`config.mk`:
```
export PLATFORM = sky130hd
export DESIGN_NAME = change_dispenser
export DESIGN_NICKNAME = d
export VERILOG_FILES = /design/src/rtl/vending_pkg.sv /design/src/rtl/change_dispenser.sv
export SDC_FILE = /design/constraint.sdc
export NUM_CORES = 1
export LEC_CHECK = 0
export CORE_MARGIN = 4
export CORE_UTILIZATION = 35
export DETAILED_ROUTE_END_ITERATION = 8
export GPL_ROUTABILITY_DRIVEN = 0
export PLACE_DENSITY = 0.53
export SLEW_MARGIN = 20
export SYNTH_ARGS = -nofsm -noshare
export SYNTH_HDL_FRONTEND = slang
export SYNTH_SLANG_ARGS = --single-unit
```
`constraint.sdc`:
```
create_clock -name clock -period 10.91 [get_ports clock]
set_clock_uncertainty 0.15 [all_clocks]
set_input_delay 3.273 -clock clock [delete_from_list [all_inputs] [get_ports clock]]
set_output_delay 3.273 -clock clock [all_outputs]
set_load 0.01 [all_outputs]
```
`src/rtl/vending_pkg.sv`:
```
// Shared definitions for the vending machine blocks: coin codes, coin values
// in the 100-unit money scale, and the change dispenser state encoding.
package vending_pkg;

    localparam int DEFAULT_AMOUNT_W = 16;
    localparam int DEFAULT_COUNT_W  = 4;

    typedef enum logic [1:0] {
        COIN_500  = 2'b00,
        COIN_1000 = 2'b01,
        COIN_2000 = 2'b10,
        COIN_5000 = 2'b11
    } coin_code_t;

    localparam int VALUE_500  = 5;
    localparam int VALUE_1000 = 10;
    localparam int VALUE_2000 = 20;
    localparam int VALUE_5000 = 50;

    typedef enum logic [2:0] {
        IDLE = 3'd0,
        PLAN = 3'd1,
        EMIT = 3'd2,
        DONE = 3'd3,
        FAIL = 3'd4
    } dispenser_state_t;

    // Money value of one coin of the given denomination code.
    function automatic logic [7:0] coin_value(input logic [1:0] code);
        case (code)
            COIN_500:  coin_value = 8'(VALUE_500);
            COIN_1000: coin_value = 8'(VALUE_1000);
            COIN_2000: coin_value = 8'(VALUE_2000);
            default:   coin_value = 8'(VALUE_5000);
        endcase
    endfunction

endpackage

```
`src/rtl/change_dispenser.sv`:
```
// Change dispenser: on a purchase commit, computes change, plans a greedy
// coin breakdown limited by the coins on hand, and hands the coins one by one
// to the coin-return mechanism over a valid/ready handshake. If exact change
// cannot be made, nothing is emitted and the request ends with an error pulse.
module change_dispenser
    import vending_pkg::*;
#(
    parameter int AMOUNT_W = DEFAULT_AMOUNT_W,
    parameter int COUNT_W  = DEFAULT_COUNT_W
) (
    input  logic                clock,
    input  logic                reset,
    input  logic                start,
    input  logic [AMOUNT_W-1:0] total_money,
    input  logic [AMOUNT_W-1:0] total_price,
    input  logic [COUNT_W-1:0]  count_500,
    input  logic [COUNT_W-1:0]  count_1000,
    input  logic [COUNT_W-1:0]  count_2000,
    input  logic [COUNT_W-1:0]  count_5000,
    input  logic                coin_ready,
    output logic                coin_valid,
    output logic [1:0]          coin_out,
    output logic [AMOUNT_W-1:0] change_amount,
    output logic                busy,
    output logic                done,
    output logic                error
);

    localparam int TOTAL_W = COUNT_W + 2;

    dispenser_state_t    state_q;
    logic [AMOUNT_W-1:0] remaining_q;
    logic [AMOUNT_W-1:0] change_q;
    logic [COUNT_W-1:0]  stock_q [4];
    logic [COUNT_W-1:0]  plan_q  [4];
    logic [1:0]          idx_q;
    logic                coin_valid_q;
    logic                busy_q;
    logic                done_q;
    logic                error_q;

    logic [1:0]          emit_code;
    logic [TOTAL_W-1:0]  plan_total;
    logic [AMOUNT_W-1:0] idx_value;

    // Value of the denomination currently being considered by the planner.
    always_comb begin
        idx_value = AMOUNT_W'(coin_value(idx_q));
    end

    // Largest denomination still owed, and how many coins remain in the plan.
    always_comb begin
        emit_code  = COIN_500;
        plan_total = '0;
        for (int i = 0; i < 4; i++) begin
            plan_total = plan_total + TOTAL_W'(plan_q[i]);
            if (plan_q[i] != '0) begin
                emit_code = 2'(i);
            end
        end
    end

    // Request sequencing: latch, plan one coin or step per cycle, emit, finish.
    always_ff @(posedge clock) begin
        if (reset) begin
            state_q      <= IDLE;
            remaining_q  <= '0;
            change_q     <= '0;
            idx_q        <= '0;
            coin_valid_q <= 1'b0;
            busy_q       <= 1'b0;
            done_q       <= 1'b0;
            error_q      <= 1'b0;
            for (int i = 0; i < 4; i++) begin
                stock_q[i] <= '0;
                plan_q[i]  <= '0;
            end
        end else begin
            done_q  <= 1'b0;
            error_q <= 1'b0;
            case (state_q)
                IDLE: begin
                    if (start) begin
                        busy_q <= 1'b1;
                        if (total_money >= total_price) begin
                            change_q    <= total_money - total_price;
                            remaining_q <= total_money - total_price;
                            stock_q[0]  <= count_500;
                            stock_q[1]  <= count_1000;
                            stock_q[2]  <= count_2000;
                            stock_q[3]  <= count_5000;
                            for (int i = 0; i < 4; i++) begin
                                plan_q[i] <= '0;
                            end
                            idx_q   <= 2'd3;
                            state_q <= PLAN;
                        end else begin
                            change_q <= '0;
                            done_q   <= 1'b1;
                            error_q  <= 1'b1;
                            state_q  <= FAIL;
                        end
                    end
                end
                PLAN: begin
                    if (remaining_q >= idx_value && stock_q[idx_q] != '0) begin
                        plan_q[idx_q]  <= plan_q[idx_q] + COUNT_W'(1);
                        stock_q[idx_q] <= stock_q[idx_q] - COUNT_W'(1);
                        remaining_q    <= remaining_q - idx_value;
                    end else if (idx_q != 2'd0) begin
                        idx_q <= idx_q - 2'd1;
                    end else if (remaining_q == '0) begin
                        if (plan_total == '0) begin
                            done_q  <= 1'b1;
                            state_q <= DONE;
                        end else begin
                            coin_valid_q <= 1'b1;
                            state_q      <= EMIT;
                        end
                    end else begin
                        for (int i = 0; i < 4; i++) begin
                            plan_q[i] <= '0;
                        end
                        done_q  <= 1'b1;
                        error_q <= 1'b1;
                        state_q <= FAIL;
                    end
                end
                EMIT: begin
                    if (coin_ready) begin
                        plan_q[emit_code] <= plan_q[emit_code] - COUNT_W'(1);
                        if (plan_total == TOTAL_W'(1)) begin
                            coin_valid_q <= 1'b0;
                            done_q       <= 1'b1;
                            state_q      <= DONE;
                        end
                    end
                end
                DONE, FAIL: begin
                    busy_q  <= 1'b0;
                    state_q <= IDLE;
                end
                default: begin
                    coin_valid_q <= 1'b0;
                    busy_q       <= 1'b0;
                    state_q      <= IDLE;
                end
            endcase
        end
    end

    assign coin_valid    = coin_valid_q;
    assign coin_out      = emit_code;
    assign change_amount = change_q;
    assign busy          = busy_q;
    assign done          = done_q;
    assign error         = error_q;

endmodule

```
== After elaboration in Yosys (flattened, before gate mapping) ==
Memory sizes are Yosys's and may differ from the RTL's. A register that Yosys moved wholly into a read port is not among the register bits.
Index checks and enable logic that the tools add are counted.

* Input port bits: 52
* Bits in read-only memories: 0
* Register bits: 41
* Bits in writable memories: 32
* Output and inout port bits: 22
* Memories: 2
* Latch bits: 0

{| class="wikitable"
|+ Memory list
! name !! words !! bits a word !! read ports !! clocked after memory_dff !! write ports !! line !! text
|-
| plan_q || 4 || 4 || 6 || 1 || 4 || change_dispenser.sv:35 || <nowiki>logic [COUNT_W-1:0] plan_q [4];</nowiki>
|-
| stock_q || 4 || 4 || 1 || 1 || 4 || change_dispenser.sv:34 || <nowiki>logic [COUNT_W-1:0] stock_q [4];</nowiki>
|}

* Order comparisons: 2
* Eq/ne operators: 17
* Add/sub/neg operators: 9
* Bitwise logic cells: 14
* Divide/modulo/power cells: 0
* Reduce and logical (&&, ||, !) cells: 22
* Shifts and indexed selects: 0
* Multiplexer cells: 88
* Multiply operators: 0

{| class="wikitable"
|+ Operators by type and width
! operator !! count
|-
| 16-bit 2-to-1 mux || 4
|-
| 4-bit 2-to-1 mux || 15
|-
| 1-bit 2-to-1 mux || 41
|-
| 16-bit one-hot mux with 2 select lines || 1
|-
| 2-bit 2-to-1 mux || 13
|-
| 3-bit 2-to-1 mux || 7
|-
| 2-bit inequality test, second input constant || 10
|-
| 6-bit one-hot mux with 3 select lines || 1
|-
| 16-bit greater-or-equal comparator || 1
|-
| 16-bit by 8-bit greater-or-equal comparator with 1-bit output || 1
|-
| 16-bit zero test || 1
|-
| 4-bit nonzero test || 4
|-
| 16-bit subtractor || 1
|-
| 16-bit by 8-bit subtractor with 16-bit output || 1
|-
| 1-bit OR || 12
|-
| 4-bit OR reduction || 3
|-
| 5-bit AND reduction || 2
|-
| 3-bit one-hot mux with 3 select lines || 1
|-
| 4-bit by 1-bit subtractor with 4-bit output, second input constant || 2
|-
| 7-bit AND reduction || 1
|-
| 5-bit by 4-bit adder with 6-bit output || 1
|-
| 6-bit by 4-bit adder with 6-bit output || 1
|-
| 3-bit by 2-bit equality test with 1-bit output, second input constant || 2
|-
| 6-bit by 1-bit equality test with 1-bit output, second input constant || 1
|-
| 20 further kinds || 25
|}

== Depth between registers and ports, before layout ==
* Depth after elaboration: 11
* Gate-level depth with buffers: 13

== Worst setup path before layout ==
Ideal clock, no wire load.

* Kind: input to register
* Start point: input total_money[0]
* End point: register (tool-made name)
* Data required time: 10658 ps
* Setup time: 102 ps
* Path buffers: 0
* Arrival time: 5269 ps
* Cell stages on the path: 10
* Setup slack: 5389 ps
* Path through: inv_1 -> ha_1 -> inv_1 -> fa_1 -> nand3_1 -> nand3_1 -> a22oi_1 -> a21oi_1 -> o311a_1 -> a311oi_1

{| class="wikitable"
|+ RTL lines
! what !! line !! text
|-
| from (decl) || change_dispenser.sv:14 || <nowiki>input logic [AMOUNT_W-1:0] total_money,</nowiki>
|}

== Final worst setup path ==
* Start point: input total_price[0]
* End point: register remaining_q[7]

* Cells in the longest elaborated chain, start to end: 4
* Elaborated cells on any way between the ends: 7
* Classes of those cells: add/sub (1); order compare (1); eq/ne (1); mux (3); reduce/logical (1)

{| class="wikitable"
|+ Ends and longest elaborated chain
! what !! line !! text
|-
| from (decl) || change_dispenser.sv:15 || <nowiki>input logic [AMOUNT_W-1:0] total_price,</nowiki>
|-
| 16-bit subtractor || change_dispenser.sv:87 || <nowiki>remaining_q <= total_money - total_price;</nowiki>
|-
| 16-bit 2-to-1 mux || change_dispenser.sv:85 || <nowiki>if (total_money >= total_price) begin</nowiki>
|-
| 16-bit 2-to-1 mux || change_dispenser.sv:83 || <nowiki>if (start) begin</nowiki>
|-
| 16-bit one-hot mux with 2 select lines || change_dispenser.sv:81 || <nowiki>case (state_q)</nowiki>
|-
| to (signal assigned) || change_dispenser.sv:87 ||
|-
| to (signal assigned) || change_dispenser.sv:109 || <nowiki>remaining_q <= remaining_q - idx_value;</nowiki>
|-
| to (decl) || change_dispenser.sv:32 || <nowiki>logic [AMOUNT_W-1:0] remaining_q;</nowiki>
|}

Parallel ways exist; a longest one is shown, timed or not. The select of a mux whose other input is x is not followed.
A chain may end at the register's enable or synchronous reset.

==> impl_metrics.tcl <==
set metrics [dict create \
    maxCapViolations 0 \
    ios 74 \
    crit_fanout 12 \
    diodes 0 \
    synth_area_um2 5439 \
    crit_path_top_delay_cell "a21oi_1" \
    status "finished, final reports clean" \
    startpoint "total_price[0]" \
    clkSlewWorstSetupHoldPaths_ns 0.06 \
    synthCells 594 \
    crit_chain "clkdlybuf4s50_1 > ha_1 > inv_1 > fa_1 > nand3_1 > nand3_1 > a22oi_1 > a211oi_4 > a21oi_1 > o21ai_0 > a21oi_1" \
    min_path_type "flop to flop" \
    worst_slew_pin_slew_ns 1.002 \
    setup-violations-final 0 \
    insertion_delay_ns 0.35 \
    fin_crit_ns 6.250 \
    rows 45 \
    cts_tree "yes" \
    fin_nets 760 \
    initial_core_util_pct 35.78 \
    cts_sinks 75 \
    cts_resized 0 \
    synth_area_leaders "edfxtp_1 18%, dfxtp_1 16%, ha_1 8.1%, nand2_1 3.9%, nor2_1 3.9%" \
    grt-ovfl-total 0 \
    reg2regPathDepth 11 \
    port_buffers 73 \
    drt_iter0_markers 318 \
    startpoint_type "primary input" \
    cts.htree.levels 3 \
    r2r_start "idx_q[0]" \
    root_buffer "clkbuf_16" \
    drt-wirelength-per-cell_um 17.68 \
    path_buf_inv 2 \
    vias_per_cell 5.619 \
    drive_gt1_share_pct 7.784 \
    synth-edff-count 32 \
    slew_viol_final 0 \
    drt-total-wl_mm 15.13 \
    ant_nets 0 \
    yosysWarningCount 0 \
    post_cts_buffers 0 \
    leakagePower_nw 2.531 \
    rsz0062_at_grt "false" \
    synth.distinct_cells 79 \
    yosys.area.top_type "edfxtp_1" \
    antenna_found_initial 0 \
    fin_crit_sh_pct 57.29 \
    cts_buffer_depth 2 \
    die-area_um2 17600 \
    vdd_drop_max_v 0.00008378 \
    crit_type "primary input to flop" \
    synthMostInstantiatedCell "nand2_1" \
    cp_slowest_stage_delay_ns 0.80 \
    die_w_um 132.7 \
    crit_family "compound AO/OA/AOI/OAI gates" \
    fin_setup_tns_ns 0 \
    vias 4810 \
    core-area_um2 15200 \
    synth_nets 691 \
    die_h_um 132.7 \
    max_freq_ghz 0.1600 \
    synth_top_area_share_pct 17.67 \
    drcViolationCount 0 \
    hold_viol 0 \
    synth_ff_type "dfxtp_1" \
    end_kind "flop" \
    hpwl_mm 11.66 \
    worstHoldStart "change_amount[10]" \
    cts_hold_buffers 0 \
    grt_start_max_net_pins 34 \
    cp.depth 11 \
    arrival_ns 6.38 \
    firstDrtPassIters 6 \
    first_global_vias 4730 \
    synth-seq-area-share_pct 33.49 \
    avgSynthCellArea_um2 9.157 \
    required_ns 11.04 \
    synthArstFlopShare_pct 0 \
    whs_path_depth 2 \
    slew_headroom_pct 32.92 \
    numCtsBuffers 9 \
    grt_usage_pct 17.39 \
    powerDensity_nw_per_um2 160.6 \
    area_growth_pct 22.27 \
    grt_pass1_wl_mm 24.65 \
    synth-seq-cells 75 \
    finalPower_mw 1.068 \
    synth_common_cells "57 x nand2_1, 56 x nor2_1, 43 x dfxtp_1, 42 x inv_1, 35 x ha_1" \
]
-- worst paths after layout --
check                            to  slack [ns]
setup / recovery     remaining_q[7]        4.66
hold / removal    change_amount[10]        0.32
setup reg to reg       plan_q[1][0]        6.60
hold reg to reg   change_amount[10]        0.32
-- report_power, final --
part | leakage [nW] | internal [mW] | switching [mW]
clock | 0.137 | 0.176 | 0.116
combinational | 1.71 | 0.172 | 0.243
sequential | 0.686 | 0.325 | 0.0352
total | 2.53 | 0.673 | 0.395
-- metrics by stage --
| stage | cell area (µm²) | cells | utilization, % | hold slack, ns | setup slack (ns) |
|---|---|---|---|---|---|
| 2_1_floorplan | 5439 | 594 | - | 0.2951 | 5.389 |
| 3_3_place_gp | 6362 | 840 | 41.85 | 0.3031 | 4.321 |
| 3_5_place_dp | 6362 | 840 | 41.85 | 0.3068 | 4.237 |
| 4_1_cts | 6650 | 856 | 43.74 | 0.3198 | 4.601 |
| 5_1_grt | 6650 | 856 | 43.74 | 0.3290 | 4.399 |
| 6_report | 6650 | 856 | 43.74 | 0.3198 | 4.660 |
-- layout make-up --
| class | count | area (µm²) |
|---|---|---|
| Clock buffer | 11 | 232.7 |
| Clock inverter | 5 | 55.05 |
| Fill cell | 1525 | 8552 |
| Inverter | 42 | 157.7 |
| Multi-Input combinational cell | 454 | 3357 |
| Sequential cell | 75 | 1822 |
| Tap cell | 188 | 235.2 |
| Timing Repair Buffer | 81 | 790.8 |
-- logic make-up after synthesis --
group	after synthesis	synth area share [%]
AO/OA/AOI/OAI	172	24.11
adder cells (fa/ha/maj)	45	11.73
buffers and inverters	65	5.015
XOR/XNOR	15	2.416
flip-flops	75	33.49
multiplexers	11	3.658
AND/OR/NAND/NOR	211	19.58
-- sequential cells by signal, indices dropped and copies added, names as in the netlist, named ones only --
| register | count |
|---|---|
| change_amount | 16 |
| plan_q | 16 |
| remaining_q | 16 |
| stock_q | 16 |
| state_q | 3 |
| idx_q | 2 |
| busy | 1 |
| coin_valid | 1 |
| done | 1 |
| error | 1 |
-- cells in the final DEF, fill, tap and decap left out, types with 8 or more instances in the layout --
| master | synthesis | final |
|---|---|---|
| o21ai_0 | 31 | 31 |
| ha_1 | 35 | 35 |
| clkdlybuf4s50_1 | 0 | 73 |
| buf_4 | 0 | 8 |
| inv_1 | 42 | 42 |
| nor2_1 | 56 | 56 |
| a32o_1 | 8 | 8 |
| nor2b_1 | 11 | 11 |
| edfxtp_1 | 32 | 32 |
| a21oi_1 | 26 | 26 |
| fa_1 | 10 | 10 |
| xor2_1 | 8 | 8 |
| nor3_1 | 18 | 18 |
| dfxtp_1 | 43 | 43 |
| clkbuf_16 | 0 | 9 |
| nand2b_1 | 9 | 9 |
| nand3_1 | 16 | 16 |
| a211oi_1 | 18 | 18 |
| nand2_1 | 57 | 57 |
-- worst register-to-register path, stage by stage, from the launching register on --
cell and delay [ns]:
dfxtp_1 0.55, inv_1 0.20, ha_1 0.26, ha_1 0.21, fa_1 0.39, nor2b_1 0.20, o31a_1 0.26, o32ai_4 0.20
a21oi_2 0.56, nor4_1 0.12, o311ai_1 0.60, nand3_1 0.30
-- layer usage --
metal | up-vias | GRT usage (%) | part of all wire (%)
li1 | 2368 | - | -
met1 | 2281 | 23.83 | 48
met2 | 143 | 27.31 | 46
met3 | 18 | 4.335 | 5.3
met4 | 0 | 4.965 | 1.4
met5 | - | 0 | 0
Power figures use the tool's default switching activity.
==> patch: new RTL, same settings <==
The 5 states of `dispenser_state_t` get a one-hot encoding in 5 bits.
--- a/src/rtl/vending_pkg.sv
+++ b/src/rtl/vending_pkg.sv
@@ -17,12 +17,12 @@
     localparam int VALUE_2000 = 20;
     localparam int VALUE_5000 = 50;
 
-    typedef enum logic [2:0] {
-        IDLE = 3'd0,
-        PLAN = 3'd1,
-        EMIT = 3'd2,
-        DONE = 3'd3,
-        FAIL = 3'd4
+    typedef enum logic [4:0] {
+        IDLE = 5'b00001,
+        PLAN = 5'b00010,
+        EMIT = 5'b00100,
+        DONE = 5'b01000,
+        FAIL = 5'b10000
     } dispenser_state_t;
 
     // Money value of one coin of the given denomination code.
Formal check against the unedited RTL: no difference found for any inputs over 4 cycles, from zero or initial values and one cycle with reset high; so few cycles prove little.
==> patch against the unedited design <==
Sequential share of layout area grew 0.88 points; cell area shrank 0.98%; die area shrank 0.98%; setup slack lost 0.49 ns; hold slack lost 0.010 ns; critical path depth grew 1; routed wire length grew 2.3%; sequential cell count grew 2; non-clock buffer count shrank 4; sequential power grew 1%; area after synthesis shrank 1.0%; count of clock-buffer cells in the layout shrank 2; largest cell class unchanged; highest routed layer unchanged; power shrank 1.3%.
==> patch: results (changes against the unedited design) <==
* Status: completed
* Placed cells at 856 (+1.9%)
* Tot GR Track Use at 17.48% (+0.089 points)
* Worst endpoint data arrival time at 6.64 ns (+0.26 ns)
* Placed wire-length estimate at 12.00 mm (+2.9%)
* Filler Cell Count at 1,527 (+0.13%)
* Reg2reg end: coin_valid$_SDFFE_PP0P_
* First-pass GRT wire length at 24.85 mm (+0.81%)
* Sequential share of the synthesized area at 34.59% (+1.1 points)
* Top cells by area, synth: edfxtp_1, dfxtp_1, ha_1, nor2_1, nand2_1
* Reg power frac at 34.6% (+0.9 points)
* Clock network power at 0.288 mW (-2%)
* Count of cell types in the netlist at 66 (-16%)
* 1st-iter DRT viols at 266 (-16%)
* DRT Pass-1 Iters at 5 (-1)
* Period utilization at 61.76% (+4.5 points)
* Combinational group share of total power at 38.1% (-0.8 points)
* CP Max Fanout at 15 (+3)
* Ratio of cells with drive above 1 in the final layout at 5.994% (-1.8 points)
* Worst IR Drop VDD at 0.08158 mV (-2.6%)
* Switching Fraction at 37.81% (+0.83 points)
* Hold Path End: change_amount[14]$_SDFFE_PP0P_
* Syn_area_per_cell at 8.752 µm² (-4.4%)
* Commonest cells post-synth: nor2_1, nand2_1, dfxtp_1
* Vias in the first global route at 4,791 (+1.3%)
* Actual slew at the worst max-slew pin at 1.054 ns (+0.05150 ns)
* Reg-to-reg setup timing slack at 6.45 ns (-0.15 ns)
* Reg2reg path depth at 12 (+1)
* DRT Wirelength at 15.48 mm (+2.3%)
* Post-layout net count at 776 (+2.1%)
* Min-delay src: change_amount[14]$_SDFFE_PP0P_
* Via density at 5.661 (+0.74%)
* Largest net degree at the start of global routing at 43 (+26%)
* Dpl ws at 3.710 ns (-0.5273 ns)
* Non-Filler Instances at 872 (+1.9%)
* Pleak at 2.475 nW (-2.2%)
* Ant diodes at 0 (unchanged)
## patch: worst max path at each step
stage,startpoint,to,cells after the start
finish,total_price[0],plan_q[1][0]$_SDFFCE_PN0P_,12
detailed placement,total_price[0],plan_q[1][0]$_SDFFCE_PN0P_,12
floorplan,total_money[0],plan_q[0][0]$_SDFFCE_PN0P_,11
global placement,total_price[0],plan_q[1][0]$_SDFFCE_PN0P_,12
global route,total_money[0],plan_q[2][3]$_SDFFCE_PN0P_,13
CTS,total_price[0],plan_q[1][0]$_SDFFCE_PN0P_,12
## patch: cell families after synthesis
family,synth area share [%]
simple gates,20.11
compound gates,22.06
flops,34.59
buf+inv,4.765
fa+ha+maj,11.85
xor+xnor,3.092
mux,3.533
## patch: area by class of cell
cell class	count	area share, %
Tap cell	188	3.572
Inverter	42	2.394
Clock buffer	9	3.420
Clock inverter	7	0.8740
Timing Repair Buffer	77	11.55
Multi-Input combinational cell	472	49.91
Sequential cell	77	28.27
## patch: metal layers
metal	share of wire [%]	track usage (%)
met2	49	30.36
met5	0	0
met1	45	22.43
met4	1.2	4.142
met3	4.7	3.435
## patch: worst max-delay path, cell delays in order
cell	delay [ns]
clkdlybuf4s50_1	0.46
ha_1	0.15
inv_1	0.06
fa_1	0.40
a211oi_1	0.39
o21ai_0	0.19
a22oi_1	0.27
a211oi_1	0.12
buf_4	0.23
nor2_1	0.41
a21boi_0	0.45
nand2_1	0.22
## patch: stage by stage
stage          hold slack [ns]  area, µm²
3_5_place_dp            0.3030       6296
2_1_floorplan           0.2819       5383
6_report                0.3097       6585
4_1_cts                 0.3129       6579
5_1_grt                 0.3321       6585
3_3_place_gp            0.2925       6296
